`config.mk`:
```
export PLATFORM = sky130hd
export DESIGN_NAME = request_encoder_16x4
export DESIGN_NICKNAME = d
export VERILOG_FILES = /design/src/rtl/request_encoder_16x4.sv
export SDC_FILE = /design/constraint.sdc
export NUM_CORES = 1
export LEC_CHECK = 0
export CAP_MARGIN = 15
export CORE_AREA = 5 5 55 57
export DETAILED_ROUTE_END_ITERATION = 10
export DIE_AREA = 0 0 60 62
export GPL_ROUTABILITY_DRIVEN = 0
export PLACE_DENSITY = 0.88
export SYNTH_ARGS = -nofsm -noshare
export SYNTH_HDL_FRONTEND = slang
export SYNTH_SLANG_ARGS = --single-unit
```
`constraint.sdc`:
```
create_clock -name clk -period 5.1 [get_ports clk]
set_clock_uncertainty 0.1 [all_clocks]
set_input_delay 0.51 -clock clk [delete_from_list [all_inputs] [get_ports clk]]
set_output_delay 0.51 -clock clk [all_outputs]
set_load 0.01 [all_outputs]
```
`src/rtl/request_encoder_16x4.sv`:
```
// Stores a request vector and streams out the index of each set bit, one per handshake; 1-cycle load latency.
// Define ENCODER_MSB_FIRST_EN for highest-bit-first priority (default: lowest bit first).
module request_encoder_16x4 #(
  parameter int WIDTH = 16,
  parameter int IDX_W = 4
) (
  input  logic             clk,
  input  logic             rst,
  input  logic [WIDTH-1:0] encoder_in,
  input  logic             load_valid,
  output logic             load_ready,
  output logic [IDX_W-1:0] encoder_out,
  output logic             out_valid,
  input  logic             out_ready,
  output logic             out_last,
  output logic             busy
);

  typedef enum logic {IDLE, SCAN} state_t;

  state_t           state_q, state_d;
  logic [WIDTH-1:0] pending_q, pending_d;
  logic [IDX_W-1:0] pick_idx;
  logic [WIDTH-1:0] pick_mask;
  logic             single;

  // The last matching iteration wins, so scan order sets the priority.
  always_comb begin
    pick_idx  = '0;
    pick_mask = '0;
`ifdef ENCODER_MSB_FIRST_EN
    for (int i = 0; i < WIDTH; i++) begin
      if (pending_q[i]) begin
        pick_idx     = IDX_W'(i);
        pick_mask    = '0;
        pick_mask[i] = 1'b1;
      end
    end
`else
    for (int i = WIDTH - 1; i >= 0; i--) begin
      if (pending_q[i]) begin
        pick_idx     = IDX_W'(i);
        pick_mask    = '0;
        pick_mask[i] = 1'b1;
      end
    end
`endif
  end

  assign single = (pending_q != '0) && ((pending_q & (pending_q - WIDTH'(1))) == '0);

  always_comb begin
    state_d   = state_q;
    pending_d = pending_q;
    case (state_q)
      IDLE: begin
        if (load_valid) begin
          pending_d = encoder_in;
          state_d   = (encoder_in != '0) ? SCAN : IDLE;
        end
      end
      SCAN: begin
        if (out_ready) begin
          pending_d = pending_q & ~pick_mask;
          if (single) state_d = IDLE;
        end
      end
      default: state_d = IDLE;
    endcase
  end

  always_ff @(posedge clk) begin
    if (rst) begin
      state_q   <= IDLE;
      pending_q <= '0;
    end else begin
      state_q   <= state_d;
      pending_q <= pending_d;
    end
  end

  // Outputs decode registered state only; nothing combinational from the inputs.
  assign load_ready  = (state_q == IDLE);
  assign out_valid   = (state_q == SCAN);
  assign busy        = (state_q == SCAN);
  assign encoder_out = out_valid ? pick_idx : '0;
  assign out_last    = out_valid & single;

endmodule
```
==> flow_metrics.tcl, run 1 <==
set metrics [dict create \
    p_switching_uw 121 \
    tightest_slew_ns 1.06 \
    crit_chain "or4_4 -> or3_4 -> a211oi_2 -> nor2_1 -> nor4_1 -> clkdlybuf4s50_1" \
    synth_edf_count 0 \
    mostFrequentLayoutCell "clkdlybuf4s50_1" \
    worstPathMaxFanout 9 \
    synth_top_family_by_area "simple AND/OR/NAND/NOR gates" \
    rrSetupSlack_ns 2.85 \
    synth_warnings 0 \
    worstHoldEndpoint "pending_q[14]$_SDFFE_PP0P_" \
    critPathSlowestCell "clkdlybuf4s50_1" \
    row_count 18 \
    synth_ff_type "dfxtp_1" \
    fmax_mhz 291 \
    regToRegStartpoint "pending_q[1]$_SDFFE_PP0P_" \
    critPathRequiredTime_ns 4.49 \
    synth-async-reset-ratio 0 \
    p_comb_frac 0.334 \
    hold_slack_ns 0.467 \
    fp.dieW_microns 60 \
    start_util 0.475 \
    grt_max_degree 18 \
    grt_first_pass_wirelength_microns 5220 \
    clock-root-buffer "clkbuf_4" \
    hp-class "reg -> reg" \
    status "complete, no violations" \
    synth_cells 157 \
    yosysUniqueCellTypes 42 \
    dp_hpwl_microns 2370 \
    die_y_microns 62 \
    worstHoldStart "pending_q[14]$_SDFFE_PP0P_" \
    crit_family "simple AND/OR/NAND/NOR gates" \
    cts_tree "done" \
    slew_viol_final 0 \
    clk_path_buf_depth 2 \
    cts_buffers 3 \
    path_buf_inv 1 \
    drt_iter0_markers 81 \
    p_leak_uw 0.000500 \
    cts.reportedPaths.clkPinSlew_ns 0.11 \
    seqPwrFrac 0.459 \
    synth_fa_ha_area_frac 0.00866 \
    finalSetupViolations 0 \
    drtAntennaViolNets 0 \
    max_cap_viol_count 0 \
    h-tree-depth 1 \
    drive_gt1_frac 0.0462 \
    fin_crit_ns 3.44 \
    wl_per_cell_microns 15.6 \
    vias 1300 \
    layout_common_cells "clkdlybuf4s50_1 (27), a21oi_1 (18), dfxtp_1 (17), nand2_1 (13), nor3_1 (13)" \
    first_pass_iters 6 \
    area_growth_pct 22.7 \
    postRouteWirelength_microns 3160 \
    core_area_sq_mm 0.00243 \
    timing.rr.end "busy$_SDFF_PP0_" \
    critPathKind "reg -> out" \
    antenna_cells 0 \
    arrival_ns 2.83 \
    port_buffers 27 \
    setup_tns_ns 0 \
    antenna_found_initial 0 \
    min_period_over_period 0.674 \
    whs_path_depth 2 \
    drc 0 \
    cts.sinks 17 \
    grt_overflow_total 0 \
    ctsHoldBuffers 0 \
    yosysSeqAreaShare 0.294 \
    synth.mux.area_fraction 0.0260 \
    vias_per_cell 6.40 \
    cts.repair.resized 0 \
    clk_latency_ns 0.29 \
    rsz0062_at_grt "false" \
    cpPeakStageDelay_ns 0.60 \
    syn_area_sq_mm 0.00116 \
    dieArea_sq_mm 0.00372 \
    synth_xor_area_frac 0 \
    synth-seq-cells 17 \
    synth_nets 177 \
    ioPinCount 28 \
    power_density_mw_per_mm2 249 \
    pwr-share-clk 0.207 \
    relSlewSlack 0.290 \
    vdd_drop_max_mv 0.151 \
    critPathLaunchType "register" \
    hold_violations 0 \
    end_kind "primary output" \
    grt_pass1_vias 1146 \
    synth_compound_area_frac 0.287 \
    p_int_uw 233 \
    post_synth.cell_area_avg_sq_um 7.36 \
    final_nets 194 \
    synthSimpleGateAreaFrac 0.303 \
    postCtsSetupBuffers 0 \
    grt_usage 0.182 \
    netSwitchingFraction 0.342 \
    rr_worst_depth 6 \
]
==> stage by stage <==
step	area [sq um]	utilization	setup slack (ns)	cells	total power, uW
3_3_place_gp	1390	0.573	2.09	199	277
4_1_cts	1420	0.583	1.71	203	352
3_5_place_dp	1390	0.573	2.05	199	281
5_1_grt	1420	0.583	1.62	203	371
6_report	1420	0.583	1.66	203	354
2_1_floorplan	1160	-	2.52	157	238
==> synth_stat cells (all sizes together) (4+ instances only) <==
library cell,n,area (sq um)
a21oi,18,90.1
nor3,13,65.1
nor2,12,45.0
nand2,13,48.8
or3,4,30.0
inv,6,22.5
nand3,5,25.0
o21ai,5,25.0
o211ai,4,30.0
dfxtp,17,340
a22oi,5,37.5
buf,4,27.5
clkbuf,11,43.8
nor4,7,58.8
==> state kept, by name, summed over array words and instances, names as in the netlist <==
register	flops
busy	1
pending_q	16
==> cell type report <==
cell class	count	area [sq um]
clock buffers	4	26.3
fillers	225	1010
inverters	6	22.5
multi-input cells	119	722
flip-flops and latches	17	340
well taps	30	37.5
repair buffers	27	270
==> logic make-up after synthesis <==
logic type      Yosys count
compound gates           50
buf+inv                  21
simple gates             65
fa+ha+maj                 1
flops                    17
mux                       3
==> metal layers <==
metal	global-route usage	share of wire	routed length (microns)	up-vias
met2	0.302	0.48	1510	79
met1	0.234	0.41	1290	590
met5	0	0	0	-
met4	0.0791	0.020	64	0
li1	-	-	-	623
met3	0.0269	0.092	292	8
==> power by group through the flow <==
stage	sequential [uW]	combinational [uW]	clock, uW
detailed placement	165	116	0
CTS	162	117	73.0
global placement	163	114	0
floorplan	152	85.7	0
finish	162	118	73.3
global route	165	129	77.9
==> tightest hold or removal path, stage by stage, from the launching register on <==
cell and delay (ns):
dfxtp_1 0.37, o311ai_1 0.09, a21oi_1 0.06
==> worst max-delay path by stage <==
| stage | slack [ns] | cells past startpoint | endpoint | startpoint |
|---|---|---|---|---|
| 5_1_grt | 1.62 | 6 | out_last | pending_q[1]$_SDFFE_PP0P_ |
| 3_5_place_dp | 2.05 | 6 | out_last | pending_q[1]$_SDFFE_PP0P_ |
| 3_3_place_gp | 2.09 | 6 | out_last | pending_q[1]$_SDFFE_PP0P_ |
| 4_1_cts | 1.71 | 6 | out_last | pending_q[1]$_SDFFE_PP0P_ |
| 2_1_floorplan | 2.52 | 6 | out_last | pending_q[1]$_SDFFE_PP0P_ |
| 6_report | 1.66 | 6 | out_last | pending_q[1]$_SDFFE_PP0P_ |
No activity file was read; power rests on OpenSTA's default activity.
==> run 2, diff against run 1 <==
--- a/config.mk
+++ b/config.mk
@@ -6,11 +6,11 @@
 export NUM_CORES = 1
 export LEC_CHECK = 0
 export CAP_MARGIN = 15
-export CORE_AREA = 5 5 55 57
+export CORE_AREA = 5 5 79 45
 export DETAILED_ROUTE_END_ITERATION = 10
-export DIE_AREA = 0 0 60 62
+export DIE_AREA = 0 0 84 50
 export GPL_ROUTABILITY_DRIVEN = 0
-export PLACE_DENSITY = 0.88
+export PLACE_DENSITY = 0.84
 export SYNTH_ARGS = -nofsm -noshare
 export SYNTH_HDL_FRONTEND = slang
 export SYNTH_SLANG_ARGS = --single-unit
==> constraint.sdc (replaced) <==
create_clock -name clk -period 3.16 [get_ports clk]
set_clock_uncertainty 0.1 [all_clocks]
set_input_delay 0.316 -clock clk [delete_from_list [all_inputs] [get_ports clk]]
set_output_delay 0.316 -clock clk [all_outputs]
set_load 0.01 [all_outputs]
==> run 2 against run 1 <==
  * Highest routed layer unchanged
  * First-iteration DRC count rose to 2.6 times the previous value
  * Combinational power up 68%
  * Setup slack got worse by 1.4 ns
  * Largest power group unchanged
==> flow_metrics.tcl, run 2 (synthesis gave the netlist of run 1 again) <==
set metrics [dict create \
    status "complete, no violations" \
    row_count 14 \
    design_area_sq_mm 0.00147 \
    grt_usage 0.168 \
    worstHoldStart "pending_q[11]$_SDFFE_PP0P_" \
    cts.reportedPaths.clkPinSlew_ns 0.07 \
    end_kind "primary output" \
    wl_met1_microns 1700 \
    hp-class "reg -> reg" \
    clock-root-buffer "clkbuf_8" \
    grt_pass1_vias 1159 \
    layout_common_cells "clkdlybuf4s50_1 (26), a21oi_1 (18), dfxtp_1 (17), nand2_1 (13), nor3_1 (13)" \
    startpoint "pending_q[1]$_SDFFE_PP0P_" \
    max_cap_viol_count 0 \
    ioPinCount 28 \
    antenna_cells 0 \
    vias 1277 \
    postRouteWirelength_microns 3430 \
    start_util 0.413 \
    placed_area_sq_mm 0.00142 \
    vias_per_cell 5.94 \
    cts.sinks 17 \
    dp_hpwl_microns 2660 \
    drtAntennaViolNets 0 \
    postCtsSetupBuffers 0 \
    ctsHoldBuffers 0 \
    crit_chain "or4_4 -> or3_4 -> a211oi_2 -> nor2_1 -> nor4_1 -> dlygate4sd2_1" \
    port_buffers 27 \
    routed.top_layer "met4" \
    worstPathMaxFanout 9 \
    area_growth_pct 26.9 \
    cpPeakStageDelay_ns 0.57 \
    grt_max_degree 18 \
    cts_tree "done" \
    rrSetupSlack_ns 0.85 \
    min_period_over_period 0.920 \
    cts_buffers 3 \
    fp.dieW_microns 84 \
    vdd_drop_max_mv 0.274 \
    p_leak_uw 0.000523 \
    antenna_found_initial 0 \
    die_y_microns 50 \
    clk_latency_ns 0.25 \
    mostFrequentLayoutCell "clkdlybuf4s50_1" \
    critPathSlowestCell "or4_4" \
    dr_wl_met2_microns 1350 \
    regToRegStartpoint "pending_q[1]$_SDFFE_PP0P_" \
    finalSetupViolations 0 \
    critPathLaunchType "register" \
    critPathKind "reg -> out" \
    core_area_sq_mm 0.00280 \
    largest_register_ffs 16 \
    clk_path_buf_depth 2 \
    drive_gt1_frac 0.0629 \
    grt_first_pass_wirelength_microns 5630 \
    final_nets 196 \
    h-tree-depth 1 \
    dieArea_sq_mm 0.00420 \
    fmax_mhz 344 \
    hold_violations 0 \
    first_pass_iters 4 \
    critPathRequiredTime_ns 2.74 \
    wl_per_cell_microns 15.9 \
    arrival_ns 2.49 \
    relSlewSlack 0.599 \
    wl_met3_microns 369 \
    grt_overflow_total 0 \
    regMostFlops "pending_q" \
    slew_viol_final 0 \
    cts.repair.resized 2 \
    rsz0062_at_grt "false" \
    drc 0 \
    drt_iter0_markers 214 \
    power_density_mw_per_mm2 424 \
    fin_crit_ns 2.91 \
    setup_tns_ns 0 \
    tightest_slew_ns 0.599 \
]
-- run 2: changes by cell type in the layout (fill, tap and decap cells not counted) --
cell / before / now
clkdlybuf4s50_1: 27 / 26
or4_4: 1 / 2
or4_1: 2 / 1
dlygate4sd2_1: 0 / 1
clkbuf_4: 3 / 0
buf_4: 0 / 2
clkbuf_8: 0 / 3
-- run 2: final timing paths --
| check | endpoint | cells past startpoint |
|---|---|---|
| hold / removal | pending_q[11]$_SDFFE_PP0P_ | 2 |
| setup reg to reg | busy$_SDFF_PP0_ | 6 |
| setup / recovery | out_last | 6 |
| hold reg to reg | pending_q[11]$_SDFFE_PP0P_ | 2 |
-- run 2: per-layer routing --
metal,GRT usage,vias to the layer above
met4,0.0348,0
li1,-,626
met1,0.256,571
met3,0.0499,2
met2,0.224,78
met5,0,-
-- run 2: power breakdown --
part	internal, uW	leakage [uW]	switching [uW]
registers	229	0.000140	34.4
logic	101	0.000360	96.7
clock network	89.4	0.0000228	71.8
-- run 2: layout make-up --
cell class                      count  area (sq um)
Clock buffer                        4          45.0
Fill cell                         260          1340
Multi-Input combinational cell    119           726
Inverter                            6          22.5
Timing Repair Buffer               29           284
Sequential cell                    17           340
Tap cell                           40          50.0
-- run 2: worst max-delay path: cells and delay by family, from the launching register on --
kind | cells | cell delay, ns
simple gates | 4 | 1.31
buf+inv | 1 | 0.31
flops | 1 | 0.39
compound gates | 1 | 0.22
-- run 2: per-stage QoR --
| stage | hold slack, ns | cells | setup slack, ns | power [uW] | util |
|---|---|---|---|---|---|
| 2_1_floorplan | 0.332 | 157 | 0.774 | 384 | - |
| 3_3_place_gp | 0.446 | 211 | 0.361 | 453 | 0.507 |
| 3_5_place_dp | 0.458 | 211 | 0.241 | 461 | 0.507 |
| 4_1_cts | 0.472 | 215 | 0.290 | 625 | 0.524 |
| 5_1_grt | 0.524 | 215 | 0.133 | 660 | 0.524 |
| 6_report | 0.476 | 215 | 0.251 | 622 | 0.524 |
